## src/rtl/tstate_sequencer.sv

```systemverilog
// ============================================================================
// Module   : tstate_sequencer
// Brief    : CPU T-state sequencer with end-of-instruction shortening, wait
//            states, wait timeout and halt/single-step at instruction
//            boundaries. State updates occur on the falling edge of clk.
//            Optional macro TSTATE_ICOUNT_EN enables the retired-instruction
//            counter; without it icount is tied to zero.
// Revision : 1.0 - initial release
// ============================================================================
`default_nettype none

module tstate_sequencer #(
   parameter int FETCH_T      = 2,
   parameter int WAIT_TIMEOUT = 15,
   parameter int ICW          = 16
) (
   input  logic           clk,
   input  logic           reset,
   input  logic           end_instr,
   input  logic           wait_req,
   input  logic           halt_req,
   input  logic           step,
   output logic [2:0]     T,
   output logic           fetch,
   output logic           instr_done,
   output logic           halted,
   output logic           timeout,
   output logic [ICW-1:0] icount
);

   typedef enum logic [1:0] {
      S_RUN    = 2'd0,
      S_HALTED = 2'd1,
      S_STEP   = 2'd2
   } state_t;

   localparam logic [7:0] c_wait_last = 8'(WAIT_TIMEOUT - 1);
   localparam logic [3:0] c_fetch_t   = 4'(FETCH_T);

   state_t     r_state;
   logic [2:0] r_t;
   logic [7:0] r_wait_cnt;
   logic       r_instr_done;
   logic       r_timeout;

   state_t     w_state_nxt;
   logic [2:0] w_t_nxt;
   logic [7:0] w_wait_nxt;
   logic       w_done;
   logic       w_to;
   logic       w_bound;

   always_ff @(negedge clk) begin
      if (reset) begin
         r_state      <= S_RUN;
         r_t          <= 3'd0;
         r_wait_cnt   <= 8'd0;
         r_instr_done <= 1'b0;
         r_timeout    <= 1'b0;
      end else begin
         r_state      <= w_state_nxt;
         r_t          <= w_t_nxt;
         r_wait_cnt   <= w_wait_nxt;
         r_instr_done <= w_done;
         r_timeout    <= w_to;
      end
   end

   always_comb begin
      w_state_nxt = r_state;
      w_t_nxt     = r_t;
      w_wait_nxt  = 8'd0;
      w_done      = 1'b0;
      w_to        = 1'b0;
      w_bound     = 1'b0;
      case (r_state)
         S_HALTED: begin
            // Leaving HALTED treats the parked cycle as T0 of the next instruction
            w_t_nxt = 3'd0;
            if (step) begin
               w_state_nxt = S_STEP;
               w_t_nxt     = 3'd1;
            end else if (!halt_req) begin
               w_state_nxt = S_RUN;
               w_t_nxt     = 3'd1;
            end
         end
         default: begin
            if (wait_req && (r_wait_cnt == c_wait_last)) begin
               w_t_nxt = 3'd0;
               w_to    = 1'b1;
               w_bound = 1'b1;
            end else if (wait_req) begin
               w_wait_nxt = r_wait_cnt + 8'd1;
            end else if (end_instr && ({1'b0, r_t} >= c_fetch_t)) begin
               w_t_nxt = 3'd0;
               w_done  = 1'b1;
               w_bound = 1'b1;
            end else if (r_t == 3'd7) begin
               w_t_nxt = 3'd0;
               w_done  = 1'b1;
               w_bound = 1'b1;
            end else begin
               w_t_nxt = r_t + 3'd1;
            end
            if (w_bound) begin
               w_state_nxt = ((r_state == S_STEP) || halt_req) ? S_HALTED : S_RUN;
            end
         end
      endcase
   end

`ifdef TSTATE_ICOUNT_EN
   logic [ICW-1:0] r_icount;

   always_ff @(negedge clk) begin
      if (reset) begin
         r_icount <= '0;
      end else if (w_done) begin
         r_icount <= r_icount + 1'b1;
      end
   end

   assign icount = r_icount;
`else
   assign icount = '0;
`endif

   assign T          = r_t;
   assign halted     = (r_state == S_HALTED);
   assign fetch      = ({1'b0, r_t} < c_fetch_t) && !halted;
   assign instr_done = r_instr_done;
   assign timeout    = r_timeout;

endmodule

`default_nettype wire

```

## config.mk

```make
export PLATFORM = sky130hd
export DESIGN_NAME = tstate_sequencer
export DESIGN_NICKNAME = d
export VERILOG_FILES = /design/src/rtl/tstate_sequencer.sv
export SDC_FILE = /design/constraint.sdc
export NUM_CORES = 1
export LEC_CHECK = 0
export ABC_CLOCK_PERIOD_IN_PS = 4300
export BUFFER_PORTS_ARGS = -buffer_cell sky130_fd_sc_hd__clkbuf_2
export CAP_MARGIN = 30
export CORE_MARGIN = 8
export CORE_UTILIZATION = 51
export CTS_CLUSTER_DIAMETER = 80
export DETAILED_ROUTE_END_ITERATION = 10
export PLACE_DENSITY = 0.93
export SYNTH_ARGS = -nofsm -noshare
export SYNTH_HDL_FRONTEND = slang
export SYNTH_SLANG_ARGS = --single-unit
```

## constraint.sdc

```tcl
create_clock -name clk -period 4.3 [get_ports clk]
set_clock_uncertainty 0.15 [all_clocks]
set_input_delay 0.43 -clock clk [delete_from_list [all_inputs] [get_ports clk]]
set_output_delay 0.43 -clock clk [all_outputs]
set_load 0.1 [all_outputs]
```

==> results.txt, run 1 <==
* Run status: finished, final reports clean
- Post-CTS Hold Buffers: 0
* First drt pass iteration count: 4
- Maximum count of clock buffers along a single path: 2
- During I/O placement, the number of pins put on the boundary was 29.
- Post-synth cell types: 28
- After the flow finishes, the layout carries non-filler instances totaling 139.
- Worst max-slew margin expressed relative to the limit: 63.9%
- Cell at the slowest stage of the critical path: sky130_fd_sc_hd__clkbuf_2
- Clock tree synthesis inserted a total of 3 buffers.
* Total number of nets in the final design: 135
- Min-Delay Path Depth: 1
- At the pin with the least slew margin, the transition time is 0.544 ns.
- Buffers added to address setup during post-CTS repair amount to 0.
- The critical path is of the flop to output port type.
- Core Area: 0.00151 sq mm
- For this design the static power due to leakage is 0.487 nW.
* Multi-input logic area: 439 sq um
- Mapped cell area: 826 sq um
- Ordered list of cells on the worst path: nor2b_1 -> nor3_4 -> clkbuf_2
* Total Die Area: 0.00316 sq mm
* Width of the die: 56.2 um
* Hold path start: r_wait_cnt[0]
* Via count of the first global-routing pass: 688
- The final layout contains routed wiring with a total length of 1730 um.
- Layout area overhead: 18.2%
- TritonCTS clock tree: built
- Summed over all nets, the half-perimeter wirelength after detailed placement is 1190 um.
- In this run the worst hold path is classified as flop to flop.
* Number of vias after detailed routing: 686
- Counting tap cells, the placed design contains a total of 121 instances.
* Reg-to-reg critical path endpoint: r_state[0]
- Max-cap violations in this run came to 0.
- Power comes to 465 uW.
- Setup slack on the worst reg-to-reg path comes out at 2.36 ns.
* Worst r2r src: T[0]
- Met2 wire length: 879 um
- Of all nets on the critical path, the largest fanout is 4.
- The hold violation total from the final report was 0.
* Cell area power density: 476 mW/mm^2
- Global-route wire length before repair: 2900 um
- Highest ir drop seen on vdd: 0.281 mV
* FF+latch count, synth: 15
* Critical path endpoint category: output port
* Sequential area share after synthesis: 36.4%
- After routing, the total negative slack on setup checks comes to 0 ns.
- Startpoint type of the worst setup path: flop
- In the final layout, flip-flops and latches occupy 303 sq um.
- The number of max-slew violations in the final report was 0.
* Count of nets left with antenna violations after detail routing: 0
- Total clock sinks: 15
* Met1 Wirelength: 671 um
* WL met3: 112 um
- The path with the worst hold slack has its endpoint at r_wait_cnt[0].
* GR Overflow Total: 0
* Clock Latency Late Sink: 0.36 ns
* Clock input transition at the sequential cells of the worst setup and hold paths: 0.05 ns
- RSZ-0062 raised after global routing: false
* Share of final-layout standard cells stronger than drive strength 1: 19.5%
- Initial core utilization: 54.8%
* Number of DRC markers after the initial detailed-route iteration: 10
- CTS built an H-tree with a depth of 1.
- Maximum number of pins on one net before global-route repair: 11
- WL/cell: 12.5 um
* Final Setup Violations: 0
- Total of cells resized after clock tree synthesis: 0
- # rows: 14
- Endpoint arrival time on the critical path: 3.64 ns
* Clock root buffer: sky130_fd_sc_hd__clkbuf_4
- Cells fill 64.8% of the core in the end.
* Synth Warn #: 0
- The number of antenna diodes in the final layout is 0.
- Cell count after synthesis: 95
- Last weighted congestion value of the routability-driven placer: 0.806
* Vias per inst: 4.94
* Initial antenna violation count: 0
- The die is 56.2 um tall.
- The layout has 121 filler cells.
* Required time of the critical path: 3.72 ns
- Post-detailed-route DRC marker count: 0
- During placement, the flow inserted port buffers numbering 12.
* Uppermost routed layer: met4
- The largest single stage delay on the critical path is 0.47 ns.
- R2r worst-path depth: 6
- Post-Synthesis Mean Instance Area: 8.69 sq um
* Combined global-route utilization of all metal layers: 11.2%
[power breakdown]
group	internal [mW]	leakage (nW)	switching (mW)	total, mW
Sequential	0.144	0.123	0.00539	0.149
Combinational	0.0152	0.257	0.105	0.120
Clock	0.112	0.108	0.0828	0.195
[cells by family (layout without fill, tap and decap cells)]
logic type / Yosys count / count (layout) / share of synthesized area [%]
simple gates: 31 / 31 / 20.3
xor+xnor: 6 / 6 / 6.36
flops: 15 / 15 / 36.4
fa+ha+maj: 5 / 5 / 7.58
compound gates: 12 / 12 / 10.3
other cells: 1 / 16 / 0.454
buf+inv: 25 / 38 / 18.6
[state kept, by name (all words and copies together), names as in the netlist]
signal and flops:
instr_done 1, r_wait_cnt 8, timeout 1, r_state 2, T 3
[cell type report]
class                      instances  area share [%]
clock buffer                       3            2.31
tap                               16            2.05
timing repair buffer              13            8.46
multi-input combinational         70            45.0
inverter                           6            2.31
sequential                        15            31.0
clock inverter                    16            8.85
[metrics by stage]
step,cell area (sq um),worst slack [ns],hold slack (ns)
2_1_floorplan,906,0.0958,0.288
3_3_place_gp,871,0.479,0.308
3_5_place_dp,871,0.469,0.319
4_1_cts,976,0.0620,0.329
5_1_grt,976,0.00625,0.355
6_report,976,0.0802,0.322
[synth_stat cells]
library cell                instances  area [sq um]
sky130_fd_sc_hd__conb_1             1          3.75
sky130_fd_sc_hd__nor3_1             1          5.00
sky130_fd_sc_hd__a311oi_1           2          17.5
sky130_fd_sc_hd__a2111oi_0          1          8.76
sky130_fd_sc_hd__and3_1             1          6.26
sky130_fd_sc_hd__o21ai_0            2          10.0
sky130_fd_sc_hd__nand2b_1           1          6.26
sky130_fd_sc_hd__nand4b_2           1          15.0
sky130_fd_sc_hd__and2_2             1          7.51
sky130_fd_sc_hd__nor3_2             2          20.0
sky130_fd_sc_hd__nor2b_1            1          6.26
sky130_fd_sc_hd__dfxtp_1           15           300
sky130_fd_sc_hd__nand3_1            2          10.0
sky130_fd_sc_hd__nand2_1            5          18.8
sky130_fd_sc_hd__o31a_1             1          8.76
sky130_fd_sc_hd__buf_4             16           120
sky130_fd_sc_hd__ha_1               5          62.6
sky130_fd_sc_hd__nor2_1            11          41.3
sky130_fd_sc_hd__clkbuf_1           2          7.51
sky130_fd_sc_hd__a21oi_1            3          15.0
sky130_fd_sc_hd__nand4_1            2          12.5
sky130_fd_sc_hd__a2111oi_1          1          10.0
sky130_fd_sc_hd__inv_1              7          26.3
sky130_fd_sc_hd__a21o_1             1          7.51
sky130_fd_sc_hd__nor4_1             3          18.8
sky130_fd_sc_hd__a211oi_1           1          7.51
sky130_fd_sc_hd__xor2_1             5          43.8
sky130_fd_sc_hd__xnor2_1            1          8.76
[worst max-delay path: cells and delay by family (launching register included)]
| family | cells | cell delay, ns |
|---|---|---|
| flops | 1 | 0.39 |
| buf+inv | 1 | 0.47 |
| simple gates | 2 | 0.27 |
[how the worst max path moves through the flow]
stage,slack (ns),end,from
2_1_floorplan,0.1,fetch,r_state[0]
3_3_place_gp,0.48,fetch,r_state[0]
3_5_place_dp,0.47,fetch,r_state[0]
4_1_cts,0.06,fetch,r_state[1]
5_1_grt,0.006,fetch,r_state[1]
6_report,0.08,fetch,r_state[1]
[per-layer routing]
metal	track usage, %	vias up
li1	-	345
met1	10.1	316
met2	17.7	19
met3	5.25	6
met4	11.3	0
met5	0	-
[cells in the final DEF, fill, tap and decap left out, types with 3 or more instances in the layout]
master / synthesis / layout
sky130_fd_sc_hd__inv_1: 7 / 21
sky130_fd_sc_hd__conb_1: 1 / 16
sky130_fd_sc_hd__dfxtp_1: 15 / 13
sky130_fd_sc_hd__nor2_1: 11 / 11
sky130_fd_sc_hd__clkbuf_2: 0 / 11
sky130_fd_sc_hd__xor2_1: 5 / 5
sky130_fd_sc_hd__nand2_1: 5 / 5
sky130_fd_sc_hd__ha_1: 5 / 5
sky130_fd_sc_hd__a21oi_1: 3 / 3
sky130_fd_sc_hd__nor4_1: 3 / 3
sky130_fd_sc_hd__clkbuf_4: 0 / 3
No activity file was read; power rests on OpenSTA's default activity.
==> run 2: changes to the inputs <==
--- a/config.mk
+++ b/config.mk
@@ -8,7 +8,6 @@
 export ABC_CLOCK_PERIOD_IN_PS = 4300
 export BUFFER_PORTS_ARGS = -buffer_cell sky130_fd_sc_hd__clkbuf_2
 export CAP_MARGIN = 30
-export CORE_MARGIN = 8
 export CORE_UTILIZATION = 51
 export CTS_CLUSTER_DIAMETER = 80
 export DETAILED_ROUTE_END_ITERATION = 10
==> run 2 against run 1 <==
Global-route usage up 7.5 points. Non-clock buffer count stayed put. Worst setup slack better by 0.029 ns. Via count is 3.2% higher. Sequential share of layout area increased by 0.86 points. Power decreased by 14%. First-iteration DRC count is 110% higher. Critical path depth is the same. Die area is 44% lower. Hold slack improved by 0.0068 ns. Core utilization down 1.7 points. Sequential power is essentially flat. Largest power group is now registers. Highest routed layer unchanged.
==> results.txt, run 2 (synthesis gave the netlist of run 1 again) <==
* Commonest cells after routing, fill and taps aside: sky130_fd_sc_hd__inv_1 (22), sky130_fd_sc_hd__conb_1 (16), sky130_fd_sc_hd__dfxtp_1 (13)
* Maximum count of clock buffers along a single path: 2 (unchanged)
- The via count is 708 (+3.2%).
- TritonCTS clock tree: built
* Clock input transition at the sequential cells of the worst setup and hold paths: 0.05 ns (about the same)
- Total clock sinks: 15 (unchanged)
* Area after DPL: 871 sq um (unchanged)
- Clock root buffer: sky130_fd_sc_hd__clkbuf_4
- Last weighted congestion value of the routability-driven placer: 0.825 (+2.4%)
- Classification of the worst setup path: flop to output port
* Max FFs per register: 8 (unchanged)
- Die Span Y: 42.2 um (-25%)
* Run status: finished, final reports clean
- The worst setup path is launched from a flop.
* Hold Path End: r_wait_cnt[0]
- The hold violation total from the final report is 0 (unchanged).
* Cell at the slowest stage of the critical path: sky130_fd_sc_hd__clkbuf_2
- The met2 global-route usage came to 33.8% (+16 points).
- Num ports: 29 (unchanged)
* Cell area power density: 423 mW/mm^2 (-11%)
- The met3 track demand over resource in global routing was 6.03% (+0.78 points).
- Worst max-slew margin expressed relative to the limit: 64.1% (+0.25 points)
* Worst r2r src: T[0]
* WL/cell: 11.3 um (-9.2%)
* First drt pass iteration count: 6 (+2)
* Post-route design area: 950 sq um (-2.7%)
* Flop2flop setup slack: 2.44 ns (+0.08 ns)
* # rows: 14 (unchanged)
- Slew at the pin with the worst max-slew slack: 0.540 ns (-0.00383 ns)
* Worst hold-check path type: flop to flop
- Required time of the critical path: 3.72 ns (about the same)
* Post-DP HPWL: 1140 um (-4.6%)
- The final-stage net count came to 135 (unchanged).
- The largest net degree at the start of global routing was 11 (unchanged).
- Via count of the first global-routing pass: 682 (-0.87%)
- Total Die Area: 0.00178 sq mm (-44%)
- More flip-flops sit in one register than any other, and that register is r_wait_cnt.
- The utilization of the core after routing is 63.0% (-1.7 points).
* Total of cells resized after clock tree synthesis: 0 (unchanged)
- The largest fanout on the critical path was 4 (unchanged).
- The total leakage power was 0.479 nW (-1.8%).
* Post-detailed-route DRC marker count: 0 (unchanged)
- met2 is the most crowded layer.
* Vias per inst: 5.09 (+3.2%)
- The width of the die was 42.2 um (-25%).
- Port bufs: 12 (unchanged)
* Min-Delay Path Depth: 1 (unchanged)
* Total power of the final layout: 402 uW (-14%)
- Post-detailed-routing wire length: 1570 um (-9.2%)
* Ordered list of cells on the worst path: nor2b_1 -> nor3_4 -> clkbuf_2
- The peak supply drop was 0.241 mV (-14%).
- Endpoint arrival time on the critical path: 3.61 ns (-0.03 ns)
- The number of antenna violations at the first check in global routing came to 0 (unchanged).
- The max-cap violation count was 0 (unchanged).
- The layout filler cell count was 140 (+16%).
* Reg-to-reg critical path endpoint: r_state[0]
- Non-filler instance count after layout: 139 (unchanged)
- In this run the most critical hold path is launched from r_wait_cnt[0].
- Max Slew Vio Count: 0 (unchanged)
- The aggregate negative setup slack is 0 ns (unchanged).
- The path depth of the worst reg2reg path was 6 (unchanged).
* Clock Latency Late Sink: 0.36 ns (about the same)
- Layout area overhead: 15.0%
- The residual antenna-violating net count after detailed routing came to 0 (unchanged).
- The buffer and inverter count on the worst path came to 1 (unchanged).
* Critical path endpoint category: output port
- Share of final-layout standard cells stronger than drive strength 1: 18.7% (-0.81 points)
* Post-CTS setup-driven buffer insertion count: 0 (unchanged)
- Post-CTS Hold Buffers: 0 (unchanged)
* Number of levels the H-tree was split into: 1 (unchanged)
* Max stage delay on crit path: 0.47 ns (about the same)
- The count of inserted antenna diode cells is 0 (unchanged).
- GR Overflow Total: 0 (unchanged)
- The global-route wire length before repair came to 2590 um (-11%).
- Family with the most delay on the worst path: buffers and inverters
* RSZ-0062 raised after global routing: false
- Final Setup Violations: 0 (unchanged)
- The core area came to 0.00151 sq mm (unchanged).
* Most common cell after layout, fill and taps aside: sky130_fd_sc_hd__inv_1
* CTS Buf Count: 3 (unchanged)
- The all-layer global routing usage was 18.7% (+7.5 points).
- The number of violations reported at the end of detailed-routing iteration 0 is 21 (+11).
* Global-route met1 utilization: 17.6% (+7.5 points)
* Post-placement cell count: 121 (unchanged)
- The starting density of the core was 54.8% (unchanged).
## run 2: worst max path at each step
stage                     slack [ns]  startpoint    end  depth (start not counted)
after floorplan                  0.1  r_state[0]  fetch                          3
after global placement          0.49  r_state[0]  fetch                          3
after detailed placement        0.47  r_state[0]  fetch                          3
after CTS                        0.1  r_state[0]  fetch                          3
after global routing            0.01  r_state[0]  fetch                          3
final                           0.11  r_state[0]  fetch                          3
## run 2: per-stage QoR
step	hold slack, ns	setup slack [ns]
2_1_floorplan	0.288	0.0958
3_3_place_gp	0.305	0.487
3_5_place_dp	0.312	0.471
4_1_cts	0.326	0.0976
5_1_grt	0.350	0.0107
6_report	0.329	0.109
## run 2: area by class of cell
type | instances | area, sq um | share of cell area [%]
Clock buffer | 3 | 22.5 | 2.37
Clock inverter | 16 | 60.1 | 6.32
Inverter | 6 | 22.5 | 2.37
Multi-Input combinational cell | 70 | 439 | 46.2
Sequential cell | 15 | 303 | 31.9
Tap cell | 16 | 20.0 | 2.11
Timing Repair Buffer | 13 | 82.6 | 8.70
## run 2: power breakdown
group / switching [mW] / internal, mW
combinational: 0.103 / 0.0147
sequential: 0.00537 / 0.144
clock: 0.0827 / 0.0517
total: 0.192 / 0.210
## run 2: per-layer routing
metal | vias to the layer above | wire length, um
met3 | 4 | 75
li1 | 347 | -
met4 | 0 | 33
met2 | 25 | 886
met5 | - | 0
met1 | 332 | 576
==> run 3: changes to the inputs <==
--- a/config.mk
+++ b/config.mk
@@ -6,12 +6,12 @@
 export NUM_CORES = 1
 export LEC_CHECK = 0
 export ABC_CLOCK_PERIOD_IN_PS = 4300
-export BUFFER_PORTS_ARGS = -buffer_cell sky130_fd_sc_hd__clkbuf_2
 export CAP_MARGIN = 30
-export CORE_UTILIZATION = 51
+export CORE_UTILIZATION = 60
 export CTS_CLUSTER_DIAMETER = 80
 export DETAILED_ROUTE_END_ITERATION = 10
-export PLACE_DENSITY = 0.93
+export DONT_BUFFER_PORTS = 1
+export PLACE_DENSITY = 0.88
 export SYNTH_ARGS = -nofsm -noshare
 export SYNTH_HDL_FRONTEND = slang
 export SYNTH_SLANG_ARGS = --single-unit
==> run 3 against run 2 <==
Final area grew 1.1%. Clock power grew 45%. Critical path depth shrank 1. Via count shrank 7.2%. Non-clock buffer count shrank 6. Register-to-register slack lost 0.24 ns. Clock-buffer cell count is the same. Hold slack lost 0.0052 ns.
==> results.txt, run 3 (synthesis gave the netlist of run 1 again) <==
* Via count of the first global-routing pass: 610 (-11%)
- The hold violation total from the final report came to 0 (unchanged).
- Num ports: 29 (unchanged)
* Post-Place Worst Slack: 0.661 ns (+0.190 ns)
- Cell area power density: 480 mW/mm^2 (+13%)
* Combinational fraction of design power: 26.0% (-3.4 points)
- Highest ir drop seen on vdd: 0.435 mV (+81%)
- The placed wire-length estimate after detailed placement was 1110 um (-2.4%).
* Port bufs: 0 (-12)
* Max Slew Vio Count: 0 (unchanged)
* WL/cell: 11.3 um (-0.32%)
- The count of inserted antenna diode cells came to 0 (unchanged).
- The first-pass iteration count of the detailed router is 4 (-2).
- Maximum count of clock buffers along a single path: 2 (unchanged)
- Setup tns final: 0 ns (unchanged)
- Number of max-cap violations: 0 (unchanged)
* Least setup slack across all paths after layout: 0.284 ns (+0.175 ns)
- Total of cells resized after clock tree synthesis: 0 (unchanged)
- Number of vias after detailed routing: 657 (-7.2%)
- Post-CTS Hold Buffers: 0 (unchanged)
- The utilization of the core after routing was 74.7% (+12 points).
- Reg-to-reg critical path endpoint: r_state[0]
* Critical path endpoint category: output port
* Worst hold slack: 0.323 ns (-0.00521 ns)
- Worst hold-check path type: flop to flop
- The CTS clock-pin slew for the worst setup and hold paths is 0.03 ns (-0.02 ns).
* Total power of the final layout: 460 uW (+14%)
* Area after DPL: 855 sq um (-1.9%)
- # rows: 13 (-1)
* Post-route design area: 960 sq um (+1.1%)
- Capture point of the critical path: halted
* Total Die Area: 0.00153 sq mm (-14%)
- The total leakage power came to 0.469 nW (-2.0%).
- Initial core utilization: 64.3% (+9.4 points)
* Proportion of total power due to net switching: 40.6% (-7.0 points)
* Non-filler instance count after layout: 132 (-5.0%)
* Endpoint arrival time on the critical path: 3.44 ns (-0.17 ns)
- The post-detailed-route DRC marker count is 0 (unchanged).
- The layout filler cell count is 110 (-21%).
* Share of final-layout standard cells stronger than drive strength 1: 16.2% (-2.5 points)
- The number of violations reported at the end of detailed-routing iteration 0 came to 7 (-67%).
- Startpoint type of the worst setup path: flop
- The CTS sink count came to 15 (unchanged).
- The number of clock buffers inserted by TritonCTS is 3 (unchanged).
* Initial antenna violation count: 0 (unchanged)
* Maximum fanout count along the critical path: 6 (+2)
- Internal power consumption: 273 uW (+30%)
- Max FFs per register: 8 (unchanged)
- The required time reported for the critical path endpoint was 3.72 ns (about the same).
* Last weighted congestion value of the routability-driven placer: 0.718 (-13%)
* Combined global-route utilization of all metal layers: 22.1% (+3.4 points)
* Die Span Y: 39.1 um (-7.4%)
- Global-route wire length before repair: 2190 um (-15%)
- The switching power was 187 uW (-2.3%).
- Total number of nets in the final design: 129 (-4.4%)
* Most common cell after layout, fill and taps aside: sky130_fd_sc_hd__inv_1
* Core Area: 0.00128 sq mm (-15%)
- Setup repair after global routing left no endpoint under its margin.
- The CTS H-tree depth came to 1 (unchanged).
* Clock root buffer: sky130_fd_sc_hd__clkbuf_4
- Layout area overhead: 16.2%
* Post-CTS setup-driven buffer insertion count: 0 (unchanged)
- The largest net degree at the start of global routing came to 11 (unchanged).
* Width of the die: 39.1 um (-7.4%)
- Part of the power in the clock network: 42.1% (+8.6 points)
* Post-placement cell count: 114 (-5.8%)
* Classification of the worst setup path: flop to output port
* TritonCTS clock tree: built
- Register ranked first by flip-flop count: r_wait_cnt
* Flop2flop setup slack: 2.20 ns (-0.24 ns)
* R2r worst-path depth: 7 (+1)
* Post-detailed-routing wire length: 1490 um (-5.3%)
* Run status: finished, final reports clean
* Clock Latency Late Sink: 0.37 ns (about the same)
* Commonest cells after routing, fill and taps aside: sky130_fd_sc_hd__inv_1 (21), sky130_fd_sc_hd__conb_1 (16), sky130_fd_sc_hd__dfxtp_1 (13)
* Worst r2r src: T[0]
- Seq pwr share: 32.0% (-5.2 points)
- The detail-routed via count per cell was 4.98 (-2.3%).
* Launching element of the worst setup path: r_state[0]
- The leftover overflow at the end of global routing is 0 (unchanged).
- Count of nets left with antenna violations after detail routing: 0 (unchanged)
- The number of setup violations in the final report was 0 (unchanged).
-- run 3: cell types whose count changed in the layout (fill, tap and decap cells not counted), sizes merged --
| cell | previous run | this run |
|---|---|---|
| clkbuf | 14 | 3 |
| bufinv | 0 | 1 |
| buf | 2 | 7 |
| inv | 22 | 21 |
-- run 3: power groups by stage --
stage | combinational (mW) | clock [mW] | sequential [mW]
finish | 0.120 | 0.194 | 0.147
detailed placement | 0.119 | 0.0228 | 0.149
floorplan | 0.102 | 0.0228 | 0.166
global placement | 0.118 | 0.0228 | 0.149
global route | 0.125 | 0.213 | 0.147
CTS | 0.120 | 0.201 | 0.147
-- run 3: worst max-delay path, cell delays in order (launching register included) --
cell	delay [ns]
sky130_fd_sc_hd__dfxtp_1	0.36
sky130_fd_sc_hd__nor2b_2	0.23
sky130_fd_sc_hd__buf_4	0.35
-- run 3: per-layer routing --
| layer | up-vias | GRT usage, % | part of all wire (%) |
|---|---|---|---|
| li1 | 331 | - | - |
| met2 | 20 | 38.3 | 54 |
| met5 | - | 0 | 0 |
| met4 | 0 | 19.0 | 2.4 |
| met1 | 301 | 19.1 | 38 |
| met3 | 5 | 9.25 | 4.8 |
-- run 3: cell type report --
class	count	area [sq um]	share of cell area, %
multi-input cells	70	442	46.0
flip-flops and latches	15	303	31.6
clock inverters	16	86.3	9.00
repair buffers	7	65.1	6.78
clock buffers	3	22.5	2.35
inverters	6	22.5	2.35
well taps	15	18.8	1.96
-- run 3: how the worst min path moves through the flow --
stage,from,to,slack (ns),cells after the start
after floorplan,r_wait_cnt[0],r_wait_cnt[0],0.29,1
after global placement,r_wait_cnt[0],r_wait_cnt[0],0.31,1
after detailed placement,r_wait_cnt[0],r_wait_cnt[0],0.32,1
after CTS,r_wait_cnt[0],r_wait_cnt[0],0.33,1
after global routing,r_wait_cnt[0],r_wait_cnt[0],0.35,1
final,r_wait_cnt[0],r_wait_cnt[0],0.32,1
